$ cat config.mk
export PLATFORM = sky130hd
export DESIGN_NAME = c3aibadapt_avmm_cmdframer_flat
export DESIGN_NICKNAME = d
export VERILOG_FILES = /design/src/rtl/c3aibadapt_avmm_cmd_pkg.sv /design/src/rtl/c3aibadapt_avmm_cmdframer_if.sv /design/src/rtl/c3aibadapt_cmn_parity_checker.sv /design/src/rtl/c3aibadapt_avmm_cmdframer.sv /design/src/flat_wrapper.sv
export SDC_FILE = /design/constraint.sdc
export NUM_CORES = 1
export LEC_CHECK = 0
export CAP_MARGIN = 40
export CORE_UTILIZATION = 30
export CTS_BUF_LIST = sky130_fd_sc_hd__clkbuf_4
export CTS_CLUSTER_DIAMETER = 100
export DETAILED_ROUTE_END_ITERATION = 6
export HOLD_SLACK_MARGIN = 0.02
export SYNTH_ARGS = -nofsm -noshare
export SYNTH_HDL_FRONTEND = slang
export SYNTH_SLANG_ARGS = --single-unit
$ cat constraint.sdc
create_clock -name avmm_clock_rx_osc_clk -period 6.08 [get_ports avmm_clock_rx_osc_clk]
set_input_delay 1.824 -clock avmm_clock_rx_osc_clk [delete_from_list [all_inputs] [get_ports avmm_clock_rx_osc_clk]]
set_output_delay 1.824 -clock avmm_clock_rx_osc_clk [all_outputs]
set_load 0.03 [all_outputs]
$ cat src/rtl/c3aibadapt_avmm_cmd_pkg.sv
// Shared constants for the AVMM command framer: legal lane/frame widths,
// decoded field positions inside a command frame and the beat-count helper.
package c3aibadapt_avmm_cmd_pkg;

    // Legal serial lane widths and frame widths
    localparam int LANE_W_LEGAL_0 = 2;
    localparam int LANE_W_LEGAL_1 = 4;
    localparam int LANE_W_LEGAL_2 = 8;
    localparam int FRAME_W_LEGAL_0 = 32;
    localparam int FRAME_W_LEGAL_1 = 64;

    // Field positions inside an assembled frame (bit 0 is the start marker)
    localparam int CMD_WRITE_BIT   = 1;
    localparam int CMD_REQUEST_BIT = 2;
    localparam int CMD_READ_BIT    = 3;
    localparam int CMD_ADDR_LSB    = 4;
    localparam int CMD_ADDR_MSB    = 13;
    localparam int CMD_ADDR_W      = CMD_ADDR_MSB - CMD_ADDR_LSB + 1;
    localparam int CMD_WDATA_W     = 8;

    // Beat counter width as exposed on the testbus
    localparam int CNT_W = 6;

    function automatic bit lane_w_is_legal(input int lane_w);
        return (lane_w == LANE_W_LEGAL_0) || (lane_w == LANE_W_LEGAL_1) ||
               (lane_w == LANE_W_LEGAL_2);
    endfunction

    function automatic bit frame_w_is_legal(input int frame_w, input int lane_w);
        return ((frame_w == FRAME_W_LEGAL_0) || (frame_w == FRAME_W_LEGAL_1)) &&
               ((frame_w % lane_w) == 0);
    endfunction

    // Number of serial beats that make up one frame
    function automatic int beat_count(input int frame_w, input int lane_w);
        return frame_w / lane_w;
    endfunction

endpackage

$ cat src/rtl/c3aibadapt_avmm_cmdframer_if.sv
// Command output bus of the AVMM command framer: valid/ready handshake plus
// the held frame and its decoded fields.
interface c3aibadapt_avmm_cmdframer_if
    import c3aibadapt_avmm_cmd_pkg::*;
#(
    parameter int FRAME_W = 32
);
    logic                   cmd_valid;
    logic                   cmd_ready;
    logic [FRAME_W-1:0]     cmd_frame;
    logic                   cmd_write;
    logic                   cmd_request;
    logic                   cmd_read;
    logic [CMD_ADDR_W-1:0]  cmd_addr;
    logic [CMD_WDATA_W-1:0] cmd_writedata;

    modport master (
        output cmd_valid, cmd_frame, cmd_write, cmd_request, cmd_read,
               cmd_addr, cmd_writedata,
        input  cmd_ready
    );

    modport slave (
        input  cmd_valid, cmd_frame, cmd_write, cmd_request, cmd_read,
               cmd_addr, cmd_writedata,
        output cmd_ready
    );
endinterface

$ cat src/rtl/c3aibadapt_cmn_parity_checker.sv
// Even-parity checker: flags when the parity bit does not equal the XOR of
// the protected data bits. Only built when C3AIBADAPT_AVMM_CMDFRAMER_PARITY_EN
// is defined, since nothing else instantiates it.
`ifdef C3AIBADAPT_AVMM_CMDFRAMER_PARITY_EN
module c3aibadapt_cmn_parity_checker #(
    parameter int WIDTH = 31
) (
    input  logic [WIDTH-1:0] data,
    input  logic             par_bit,
    output logic             par_err
);
    assign par_err = par_bit ^ (^data);
endmodule
`endif

$ cat src/rtl/c3aibadapt_avmm_cmdframer.sv
// AVMM serial command framer: assembles LANE_W-wide beats into FRAME_W-bit
// command frames, presents them on a valid/ready bus with decoded fields and
// keeps sticky framing/parity/overflow errors.
// Optional feature: define C3AIBADAPT_AVMM_CMDFRAMER_PARITY_EN to enable the
// even-parity check of frame bit PAR_POS (0 < PAR_POS < FRAME_W-1).
module c3aibadapt_avmm_cmdframer
    import c3aibadapt_avmm_cmd_pkg::*;
#(
    parameter int LANE_W  = 2,
    parameter int FRAME_W = 32,
    parameter int PAR_POS = 23
) (
    input  logic                 avmm_clock_rx_osc_clk,
    input  logic                 avmm_reset_rx_osc_clk_rst_n,
    input  logic [LANE_W-1:0]    aib_hssi_avmm_data_in,
    input  logic                 r_avmm_err_clr,
    c3aibadapt_avmm_cmdframer_if.master cmd_if,
    output logic                 err_framing,
    output logic                 err_parity,
    output logic                 err_overflow,
    output logic                 avmm_cmdframer_error,
    output logic [7:0]           avmm_cmdframer_testbus
);

    localparam int             BEATS     = beat_count(FRAME_W, LANE_W);
    localparam logic [CNT_W-1:0] LAST_BEAT = CNT_W'(BEATS - 1);

    // Set wins over clear so an event in the clearing cycle is never lost
    function automatic logic sticky_next(input logic q, input logic set, input logic clr);
        return set | (q & ~clr);
    endfunction

    logic [LANE_W-1:0]         beat_p0;
    logic [CNT_W-1:0]          beat_cnt;
    logic [FRAME_W-LANE_W-1:0] acc_p1;
    logic [FRAME_W-1:0]        frame_asm;
    logic [FRAME_W-1:0]        frame_p2;
    logic                      vld_p2;
    logic                      cmd_ready;
    logic                      start_beat;
    logic                      in_frame;
    logic                      frame_done;
    logic                      framing_evt;
    logic                      load;
    logic                      ovf_evt;

    assign cmd_ready = cmd_if.cmd_ready;

    // ---- stage p0: input beat register ----
    // Capture the serial beat; all framing decisions use this registered copy
    always_ff @(posedge avmm_clock_rx_osc_clk) begin
        if (!avmm_reset_rx_osc_clk_rst_n) beat_p0 <= '0;
        else                              beat_p0 <= aib_hssi_avmm_data_in;
    end

    assign start_beat  = (beat_cnt == '0) && beat_p0[0];
    assign in_frame    = (beat_cnt != '0);
    assign frame_done  = (beat_cnt == LAST_BEAT);
    assign framing_evt = (beat_cnt == '0) && !beat_p0[0] && (|beat_p0[LANE_W-1:1]);

    // Beat counter: 0 is idle, a start beat moves to 1, then counts blindly to the last beat
    always_ff @(posedge avmm_clock_rx_osc_clk) begin
        if (!avmm_reset_rx_osc_clk_rst_n) beat_cnt <= '0;
        else if (frame_done)              beat_cnt <= '0;
        else if (in_frame)                beat_cnt <= beat_cnt + CNT_W'(1);
        else if (start_beat)              beat_cnt <= CNT_W'(1);
    end

    // ---- stage p1: frame assembly ----
    // Right-shifting accumulator: after BEATS-1 beats, beat 0 sits in the LSBs
    always_ff @(posedge avmm_clock_rx_osc_clk) begin
        if (start_beat || (in_frame && !frame_done))
            acc_p1 <= {beat_p0, acc_p1[FRAME_W-LANE_W-1:LANE_W]};
    end

    // The final beat completes the frame directly from the input register
    assign frame_asm = {beat_p0, acc_p1};
    assign load      = frame_done && (!vld_p2 || cmd_ready);
    assign ovf_evt   = frame_done && vld_p2 && !cmd_ready;

    // ---- stage p2: output frame register ----
    // Load on completion unless a held frame is still unaccepted; clear on handshake
    always_ff @(posedge avmm_clock_rx_osc_clk) begin
        if (!avmm_reset_rx_osc_clk_rst_n) begin
            vld_p2   <= 1'b0;
            frame_p2 <= '0;
        end else if (load) begin
            vld_p2   <= 1'b1;
            frame_p2 <= frame_asm;
        end else if (vld_p2 && cmd_ready) begin
            vld_p2   <= 1'b0;
        end
    end

    assign cmd_if.cmd_valid     = vld_p2;
    assign cmd_if.cmd_frame     = frame_p2;
    assign cmd_if.cmd_write     = frame_p2[CMD_WRITE_BIT];
    assign cmd_if.cmd_request   = frame_p2[CMD_REQUEST_BIT];
    assign cmd_if.cmd_read      = frame_p2[CMD_READ_BIT];
    assign cmd_if.cmd_addr      = frame_p2[CMD_ADDR_MSB:CMD_ADDR_LSB];
    assign cmd_if.cmd_writedata = frame_p2[FRAME_W-1 -: CMD_WDATA_W];

    // Sticky framing and overflow flags
    always_ff @(posedge avmm_clock_rx_osc_clk) begin
        if (!avmm_reset_rx_osc_clk_rst_n) begin
            err_framing  <= 1'b0;
            err_overflow <= 1'b0;
        end else begin
            err_framing  <= sticky_next(err_framing, framing_evt, r_avmm_err_clr);
            err_overflow <= sticky_next(err_overflow, ovf_evt, r_avmm_err_clr);
        end
    end

`ifdef C3AIBADAPT_AVMM_CMDFRAMER_PARITY_EN
    logic [FRAME_W-2:0] par_data;
    logic               par_mismatch;

    assign par_data = {frame_asm[FRAME_W-1:PAR_POS+1], frame_asm[PAR_POS-1:0]};

    c3aibadapt_cmn_parity_checker #(
        .WIDTH (FRAME_W - 1)
    ) u_parity_checker (
        .data    (par_data),
        .par_bit (frame_asm[PAR_POS]),
        .par_err (par_mismatch)
    );

    // Sticky parity flag, evaluated only for frames that are actually loaded
    always_ff @(posedge avmm_clock_rx_osc_clk) begin
        if (!avmm_reset_rx_osc_clk_rst_n) err_parity <= 1'b0;
        else err_parity <= sticky_next(err_parity, load & par_mismatch, r_avmm_err_clr);
    end
`else
    assign err_parity = 1'b0;
`endif

    assign avmm_cmdframer_error   = err_framing | err_parity | err_overflow;
    // Overflow-pending: a frame completing now would be dropped
    assign avmm_cmdframer_testbus = {vld_p2, vld_p2 & ~cmd_ready, beat_cnt};

endmodule

$ cat src/flat_wrapper.sv
// flat-port wrapper written by rule: the top's interface ports become plain ports
module c3aibadapt_avmm_cmdframer_flat import c3aibadapt_avmm_cmd_pkg::*;
#(
    parameter int LANE_W  = 2,
    parameter int FRAME_W = 32,
    parameter int PAR_POS = 23
)
  (avmm_clock_rx_osc_clk, avmm_reset_rx_osc_clk_rst_n, aib_hssi_avmm_data_in, r_avmm_err_clr, err_framing, err_parity, err_overflow, avmm_cmdframer_error, avmm_cmdframer_testbus, cmd_if_cmd_valid, cmd_if_cmd_frame, cmd_if_cmd_write, cmd_if_cmd_request, cmd_if_cmd_read, cmd_if_cmd_addr, cmd_if_cmd_writedata, cmd_if_cmd_ready);
  c3aibadapt_avmm_cmdframer_if #(.FRAME_W(FRAME_W)) cmd_if_i ();
  input  logic avmm_clock_rx_osc_clk;
  input  logic avmm_reset_rx_osc_clk_rst_n;
  input  logic [LANE_W-1:0] aib_hssi_avmm_data_in;
  input  logic r_avmm_err_clr;
  output logic err_framing;
  output logic err_parity;
  output logic err_overflow;
  output logic avmm_cmdframer_error;
  output logic [7:0] avmm_cmdframer_testbus;
  output wire logic [$bits(cmd_if_i.cmd_valid)-1:0] cmd_if_cmd_valid;
  output wire logic [$bits(cmd_if_i.cmd_frame)-1:0] cmd_if_cmd_frame;
  output wire logic [$bits(cmd_if_i.cmd_write)-1:0] cmd_if_cmd_write;
  output wire logic [$bits(cmd_if_i.cmd_request)-1:0] cmd_if_cmd_request;
  output wire logic [$bits(cmd_if_i.cmd_read)-1:0] cmd_if_cmd_read;
  output wire logic [$bits(cmd_if_i.cmd_addr)-1:0] cmd_if_cmd_addr;
  output wire logic [$bits(cmd_if_i.cmd_writedata)-1:0] cmd_if_cmd_writedata;
  input wire logic [$bits(cmd_if_i.cmd_ready)-1:0] cmd_if_cmd_ready;
  assign cmd_if_cmd_valid = cmd_if_i.cmd_valid;
  assign cmd_if_cmd_frame = cmd_if_i.cmd_frame;
  assign cmd_if_cmd_write = cmd_if_i.cmd_write;
  assign cmd_if_cmd_request = cmd_if_i.cmd_request;
  assign cmd_if_cmd_read = cmd_if_i.cmd_read;
  assign cmd_if_cmd_addr = cmd_if_i.cmd_addr;
  assign cmd_if_cmd_writedata = cmd_if_i.cmd_writedata;
  assign cmd_if_i.cmd_ready = cmd_if_cmd_ready;
  c3aibadapt_avmm_cmdframer #(.LANE_W(LANE_W), .FRAME_W(FRAME_W), .PAR_POS(PAR_POS)) u_core (.avmm_clock_rx_osc_clk(avmm_clock_rx_osc_clk), .avmm_reset_rx_osc_clk_rst_n(avmm_reset_rx_osc_clk_rst_n), .aib_hssi_avmm_data_in(aib_hssi_avmm_data_in), .r_avmm_err_clr(r_avmm_err_clr), .cmd_if(cmd_if_i), .err_framing(err_framing), .err_parity(err_parity), .err_overflow(err_overflow), .avmm_cmdframer_error(avmm_cmdframer_error), .avmm_cmdframer_testbus(avmm_cmdframer_testbus));
endmodule
Word-level counts from Yosys, hierarchy flattened
Cells that the tools add are included.
{ "op_classes": {"n_eq_ne": 1, "n_reduce_logical": 19, "muxes": 4, "add_sub_neg": 1, "bitwise_logic": 9} }
{ "op_table": {"columns": ["op", "count"], "rows": [
  ["two-way mux 6 bit", 2],
  ["logical AND 1 bit", 8],
  ["adder 6 x 1 -> 6 bit, second input constant", 1],
  ["equality test 6 x 4 -> 1 bit, second input constant", 1],
  ["logical NOT 6 bit", 1],
  ["nonzero test 6 bit", 1],
  ["logical NOT 1 bit", 4],
  ["nonzero test 2 bit", 2],
  ["AND 1 bit", 3],
  ["inverter 1 bit", 3],
  ["OR 1 bit", 3],
  ["logical OR 1 bit", 2],
  ["two-way mux 1 bit", 2],
  ["OR reduction 2 bit", 1]
]} }
{ "totals": {"register_bits": 73, "out_inout_bits": 66, "inputBits": 6, "elab_cells": 41} }

Depth between registers and ports, before layout
Gate-level depths: netlist (run 1).
{ "depth": {"word_depth": 4, "ltp_mapped": 5, "ltp_nobuf": 5} }

Worst setup path before layout (run 1)
Ideal clock, no wire load.
{ "synth_path": {"path_kind": "input port to output port", "from": "input cmd_if_cmd_ready", "to": "output avmm_cmdframer_testbus[6]", "required_ns": 4.256, "path_slack_ns": 1.833, "n_path_buf": 0, "path_stages": 1, "arrival_ns": 2.423, "cell_sequence": "nor2b_1"} }
{ "synth_between": {"elab_chain_len": 2} }
{ "synth_rtl": {"columns": ["item", "line_no", "source"], "rows": [
  ["start: declaration", "flat_wrapper.sv:26", "input wire logic [$bits(cmd_if_i.cmd_ready)-1:0] cmd_if_cmd_ready;"],
  ["inverter 1 bit", "c3aibadapt_avmm_cmdframer.sv:139", "assign avmm_cmdframer_testbus = {vld_p2, vld_p2 & ~cmd_ready, beat_cnt};"],
  ["AND 1 bit", "c3aibadapt_avmm_cmdframer.sv:139", null],
  ["end: declaration", "flat_wrapper.sv:18", "output logic [7:0] avmm_cmdframer_testbus;"]
]} }
Every way passes these cells.

Worst setup path in the final report (run 1)
Ends and elaborated chain as after synthesis.

==> results of run 1 <==
==> flip-flops by register name (all words and copies together) (netlist names) <==
| signal | count |
|---|---|
| u_core.err_overflow | 1 |
| u_core.beat_cnt | 6 |
| u_core.cmd_if.cmd_frame | 32 |
| u_core.cmd_if.cmd_valid | 1 |
| u_core.acc_p1 | 30 |
| u_core.err_framing | 1 |
| u_core.beat_p0 | 2 |
==> where the power goes <==
part           switching [mW]  internal (mW)  leakage [nW]
Combinational          0.0934         0.0616         0.530
Sequential             0.0601          0.664         0.645
Clock                   0.165          0.128        0.0799
Total                   0.318          0.854          1.25
==> cells by family after synthesis <==
kind of cell	share of synthesized area [%]
AO/OA/AOI/OAI	2.35
XOR/XNOR	0.611
adder cells (fa/ha/maj)	0.872
buffers and inverters	9.11
flip-flops	61.4
multiplexers	11.2
other	0.131
AND/OR/NAND/NOR	14.3
==> Yosys cell counts (3+ instances only) <==
| library cell | count | area share, % |
|---|---|---|
| inv_1 | 3 | 0.39 |
| buf_4 | 23 | 6.0 |
| clkbuf_1 | 9 | 1.2 |
| dfxtp_1 | 43 | 30 |
| buf_6 | 3 | 1.2 |
| nand3_1 | 3 | 0.52 |
| nand2_1 | 66 | 8.6 |
| edfxtp_1 | 30 | 31 |
| a21oi_1 | 5 | 0.87 |
| mux2i_1 | 32 | 11 |
==> final cells by class <==
| cell class | count | area [µm²] | area share (%) |
|---|---|---|---|
| Clock inverter | 6 | 58.8 | 1.61 |
| Timing Repair Buffer | 73 | 738 | 20.2 |
| Clock buffer | 10 | 75.1 | 2.05 |
| Multi-Input combinational cell | 136 | 857 | 23.4 |
| Sequential cell | 73 | 1760 | 48.1 |
| Inverter | 3 | 11.3 | 0.307 |
| Tap cell | 129 | 161 | 4.41 |
==> routing by layer <==
layer  wire (µm)  vias to the layer above  GRT usage, %
li1            -                      915             -
met2        2290                       51          17.0
met5           0                        -             0
met4         101                        0          6.11
met1        2430                      839          13.3
met3         245                        9          3.06
==> critical path, delay by kind of cell <==
family / cells / cell delay [ns]
buffers and inverters: 2 / 1.15
and+or+nand+nor: 1 / 0.31
==> metrics by stage <==
step                      setup slack (ns)  util [%]
final                                0.972      39.6
after global routing                 0.921      39.6
after CTS                            0.960      39.6
after detailed placement             0.980      38.2
after global placement                1.00      37.9
after floorplan                       1.83         -
==> worst max path at each step <==
| stage | cells past startpoint | startpoint | end | slack (ns) |
|---|---|---|---|---|
| 2_1_floorplan | 1 | cmd_if_cmd_ready | avmm_cmdframer_testbus[6] | 1.83 |
| 3_3_place_gp | 3 | cmd_if_cmd_ready | avmm_cmdframer_testbus[6] | 1.00 |
| 3_5_place_dp | 3 | cmd_if_cmd_ready | avmm_cmdframer_testbus[6] | 0.98 |
| 4_1_cts | 3 | cmd_if_cmd_ready | avmm_cmdframer_testbus[6] | 0.96 |
| 5_1_grt | 3 | cmd_if_cmd_ready | avmm_cmdframer_testbus[6] | 0.92 |
| 6_report | 3 | cmd_if_cmd_ready | avmm_cmdframer_testbus[6] | 0.97 |
==> flow_metrics.py, run 1 <==
metrics = {
    "finish": {
        "layout_common_cells": "69 x clkdlybuf4s50_1, 66 x nand2_1, 43 x dfxtp_1",
        "num-nets-final": 304,
        "layout.cells.non_filler": 430,
        "design_area_um2": 3660,
        "num_antenna_cells": 0,
        "synthToLayoutAreaGrowth_pct": 27.7,
        "drive_gt1_share_pct": 8.64,
        "final_common_cell": "clkdlybuf4s50_1",
        "fill_cells": 924,
    },
    "drt": {
        "firstDrtPassIters": 4,
        "drc": 0,
        "routedWlPerCell_um": 11.8,
        "antenna_left": 0,
        "drt_iter0_drc": 26,
        "wl_um": 5070,
        "dr_total_vias": 1814,
        "via_per_inst": 4.22,
    },
    "clocking": {
        "cts_buffer_depth": 2,
        "htreeDepth": 3,
        "hold_buffers": 0,
        "post_cts_buffers": 0,
        "cts.sinks": 73,
        "cts_tree": "built",
        "clk_pin_slew_ns": 0.12,
        "cts_root_buf": "clkbuf_4",
        "cts_buffers": 9,
        "cts_resized": 0,
        "clock_latency_ns": 0.40,
    },
    "floorplanning": {
        "num_rows": 35,
        "fp.dieH_um": 99.8,
        "die-area_um2": 9960,
        "core_area_um2": 9240,
        "initial_core_util_pct": 31.0,
        "die_w_um": 99.8,
        "ios": 72,
    },
    "placement": {
        "post-dp-hpwl_um": 3360,
        "dpl_cell_area_um2": 3530,
        "gp_congestion": 0.743,
        "portBuffers": 70,
        "placed_cells": 414,
    },
    "critical_path": {
        "r2r-end": "u_core.acc_p1[18]$_DFFE_PP_",
        "rrSetupSlack_ns": 4.15,
        "cp_max_fo": 4,
        "arrival_ns": 3.28,
        "slowest_delay_ns": 0.75,
        "r2r_cells": 5,
        "r2r-start": "u_core.beat_cnt[0]$_SDFFE_PP0P_",
        "crit_chain": "clkdlybuf4s50_1 -> nor2b_1 -> clkdlybuf4s50_1",
        "crit_path_start_kind": "input pin",
        "cp-end-kind": "output port",
        "cp.required_ns": 4.26,
        "crit_top_cell": "clkdlybuf4s50_1",
        "slowest_stage": "clkdlybuf4s50_1",
        "critPathKind": "input pin to output port",
    },
    "synth": {
        "synth.distinct_cells": 34,
        "synth_edf_count": 30,
        "synthArstFlopShare_pct": 0,
        "synthFlopType": "dfxtp_1",
        "syn_area_um2": 2870,
        "synth_seq_area_share_pct": 61.4,
        "ys_ff_latch": 73,
        "ys_warn_count": 0,
        "syn_avg_cell_area_um2": 11.5,
        "syn_nets": 257,
        "syn_inst": 249,
    },
    "hold_path": {
        "min_path_type": "flop to flop",
        "holdPathStages": 0,
        "whs_endpoint": "u_core.acc_p1[16]$_DFFE_PP_",
        "hold_start": "u_core.acc_p1[18]$_DFFE_PP_",
    },
    "run_status": {
        "status": "complete, no violations",
    },
    "global_routing": {
        "antenna_found_initial": 0,
        "grt_pass1_vias": 1723,
        "gr-total-overflow": 0,
        "grt_start_max_net_pins": 38,
        "grt_use_total_pct": 10.8,
        "grt_pass1_wl_um": 8230,
    },
    "flow_run": {
        "max_cap_viol_count": 0,
    },
    "power_and_ir_drop": {
        "fin_total_pwr_mw": 1.17,
        "power_density_nw_per_um2": 320,
        "leakagePower_nw": 1.25,
        "peakVddDrop_mv": 0.127,
    },
    "timing": {
        "setup_viol": 0,
        "hold_viol_final": 0,
        "worst_slew_pin_slew_ns": 0.613,
        "finalClockSkew_ns": 0.0151,
        "min_period_ns": 5.11,
        "slew_viol_final": 0,
        "period_share_pct": 84.0,
        "max_slew_margin_pct": 59.1,
        "rsz0062_at_grt": "no",
        "whs_ns": 0.450,
        "fmax_mhz": 196,
        "finalSetupTns_ns": 0,
    },
}
(Power assumes the default switching activity.)
==> run 2, diff against run 1 <==
==> constraint.sdc (replaced) <==
create_clock -name avmm_clock_rx_osc_clk -period 5 [get_ports avmm_clock_rx_osc_clk]
set_input_delay 1.5 -clock avmm_clock_rx_osc_clk [delete_from_list [all_inputs] [get_ports avmm_clock_rx_osc_clk]]
set_output_delay 1.5 -clock avmm_clock_rx_osc_clk [all_outputs]
set_load 0.03 [all_outputs]
==> run 2 against run 1 <==
Compared with the run above:
- core utilization fell by 0.24 points
- hold slack improved by 0.0096 ns
- combinational power rose by 22%
- clock-buffer cell count rose by 2
- largest power group unchanged
- sequential share of layout area rose by 0.30 points
- power rose by 17%
- wire length rose by 1.9%
- flip-flop and latch count did not move
- global-route usage rose by 0.17 points
- non-clock buffer count did not move
==> flow_metrics.py, run 2 (synthesis results as in run 1) <==
metrics = {
    "run_status": {
        "status": "complete, no violations",
    },
    "finish": {
        "multiInputGateArea_um2": 857,
        "final_common_cell": "clkdlybuf4s50_1",
        "regArea_um2": 1760,
        "synthToLayoutAreaGrowth_pct": 26.9,
        "fill_cells": 896,
        "num-nets-final": 304,
        "utilization_pct": 39.4,
        "num_antenna_cells": 0,
        "design_area_um2": 3640,
        "layout_common_cells": "69 x clkdlybuf4s50_1, 66 x nand2_1, 43 x dfxtp_1",
        "largest_reg_flops": 32,
        "drive_gt1_share_pct": 8.31,
    },
    "clocking": {
        "cts_resized": 0,
        "htreeDepth": 3,
        "clk_pin_slew_ns": 0.11,
        "hold_buffers": 0,
        "cts.sinks": 73,
        "cts_tree": "built",
        "cts_buffers": 9,
        "cts_root_buf": "clkbuf_4",
        "clock_latency_ns": 0.39,
        "cts_buffer_depth": 2,
        "post_cts_buffers": 0,
    },
    "placement": {
        "post-dp-hpwl_um": 3350,
        "portBuffers": 70,
        "gp_congestion": 0.738,
        "dpl_cell_area_um2": 3530,
    },
    "global_routing": {
        "grt_start_max_net_pins": 37,
        "gr-total-overflow": 0,
        "grt_use_total_pct": 11.0,
        "grt_pass1_wl_um": 8400,
        "grt_pass1_vias": 1727,
        "antenna_found_initial": 0,
    },
    "timing": {
        "worst_slew_pin_slew_ns": 0.618,
        "period_share_pct": 89.5,
        "hold_viol_final": 0,
        "rsz0062_at_grt": "no",
        "min_period_ns": 4.47,
        "finalSetupTns_ns": 0,
        "fmax_mhz": 224,
        "max_slew_margin_pct": 58.8,
        "setup_viol": 0,
        "slew_viol_final": 0,
        "finalClockSkew_ns": 0.0111,
    },
    "power_and_ir_drop": {
        "peakVddDrop_mv": 0.140,
        "power_density_nw_per_um2": 378,
        "leakagePower_nw": 1.24,
    },
    "critical_path": {
        "r2r-end": "u_core.acc_p1[28]$_DFFE_PP_",
        "cp.required_ns": 3.50,
        "arrival_ns": 2.97,
        "cp_max_fo": 4,
        "cp-startpoint": "cmd_if_cmd_ready",
        "r2r_cells": 5,
        "cp-end-kind": "output port",
        "crit_path_start_kind": "input pin",
        "critPathKind": "input pin to output port",
        "cp-endpoint": "avmm_cmdframer_testbus[6]",
        "r2r-start": "u_core.beat_cnt[0]$_SDFFE_PP0P_",
        "rrSetupSlack_ns": 3.09,
    },
    "drt": {
        "antenna_left": 0,
        "dr_total_vias": 1817,
        "drt_iter0_drc": 33,
        "wl_um": 5160,
        "via_per_inst": 4.23,
        "firstDrtPassIters": 4,
        "drc": 0,
        "routedWlPerCell_um": 12.0,
    },
    "floorplanning": {
        "num_rows": 35,
        "die-area_um2": 9960,
        "ios": 72,
        "fp.dieH_um": 99.8,
        "initial_core_util_pct": 31.0,
        "core_area_um2": 9240,
        "die_w_um": 99.8,
    },
    "hold_path": {
        "min_path_type": "flop to flop",
    },
    "flow_run": {
        "max_cap_viol_count": 0,
    },
}
==> run 2: final cells by class <==
cell class | instances | share of cell area [%]
flip-flops and latches | 73 | 48.4
multi-input cells | 136 | 23.5
repair buffers | 73 | 20.3
well taps | 129 | 4.43
clock buffers | 12 | 2.47
clock inverters | 4 | 0.584
inverters | 3 | 0.309
==> run 2: worst max-delay path: stages <==
cell and delay (ns):
clkdlybuf4s50_1 0.41, nor2b_1 0.32, clkdlybuf4s50_1 0.75
==> run 2: worst min-delay path by stage <==
| stage | start | end | slack (ns) | depth (start not counted) |
|---|---|---|---|---|
| global route | u_core.acc_p1[16]$_DFFE_PP_ | u_core.acc_p1[14]$_DFFE_PP_ | 0.46 | 0 |
| detailed placement | u_core.acc_p1[13]$_DFFE_PP_ | u_core.acc_p1[11]$_DFFE_PP_ | 0.43 | 0 |
| finish | u_core.acc_p1[13]$_DFFE_PP_ | u_core.acc_p1[11]$_DFFE_PP_ | 0.46 | 0 |
| global placement | u_core.acc_p1[15]$_DFFE_PP_ | u_core.acc_p1[13]$_DFFE_PP_ | 0.43 | 0 |
| CTS | u_core.acc_p1[16]$_DFFE_PP_ | u_core.acc_p1[14]$_DFFE_PP_ | 0.45 | 0 |
| floorplan | u_core.acc_p1[2]$_DFFE_PP_ | u_core.acc_p1[0]$_DFFE_PP_ | 0.43 | 0 |
==> run 2: report_power, final <==
group	leakage [nW]	internal [mW]	switching [mW]
registers	0.645	0.807	0.0720
clock network	0.0647	0.116	0.191
logic	0.530	0.0749	0.114
total	1.24	0.998	0.378
==> run 2: through the flow <==
step                      power, mW  worst slack (ns)  hold WS (ns)  std cells
after global routing           1.47             0.478         0.457        430
after global placement         1.06             0.568         0.433        413
final                          1.38             0.526         0.460        430
after floorplan               0.986              1.40         0.426        249
after CTS                      1.40             0.522         0.454        430
after detailed placement       1.09             0.544         0.431        414
==> run 2: routing by layer <==
layer	global-route usage (%)	vias up	wire [µm]
met3	3.13	7	248
met1	13.8	851	2510
met5	0	-	0
li1	-	909	-
met4	5.43	0	70
met2	17.4	50	2330
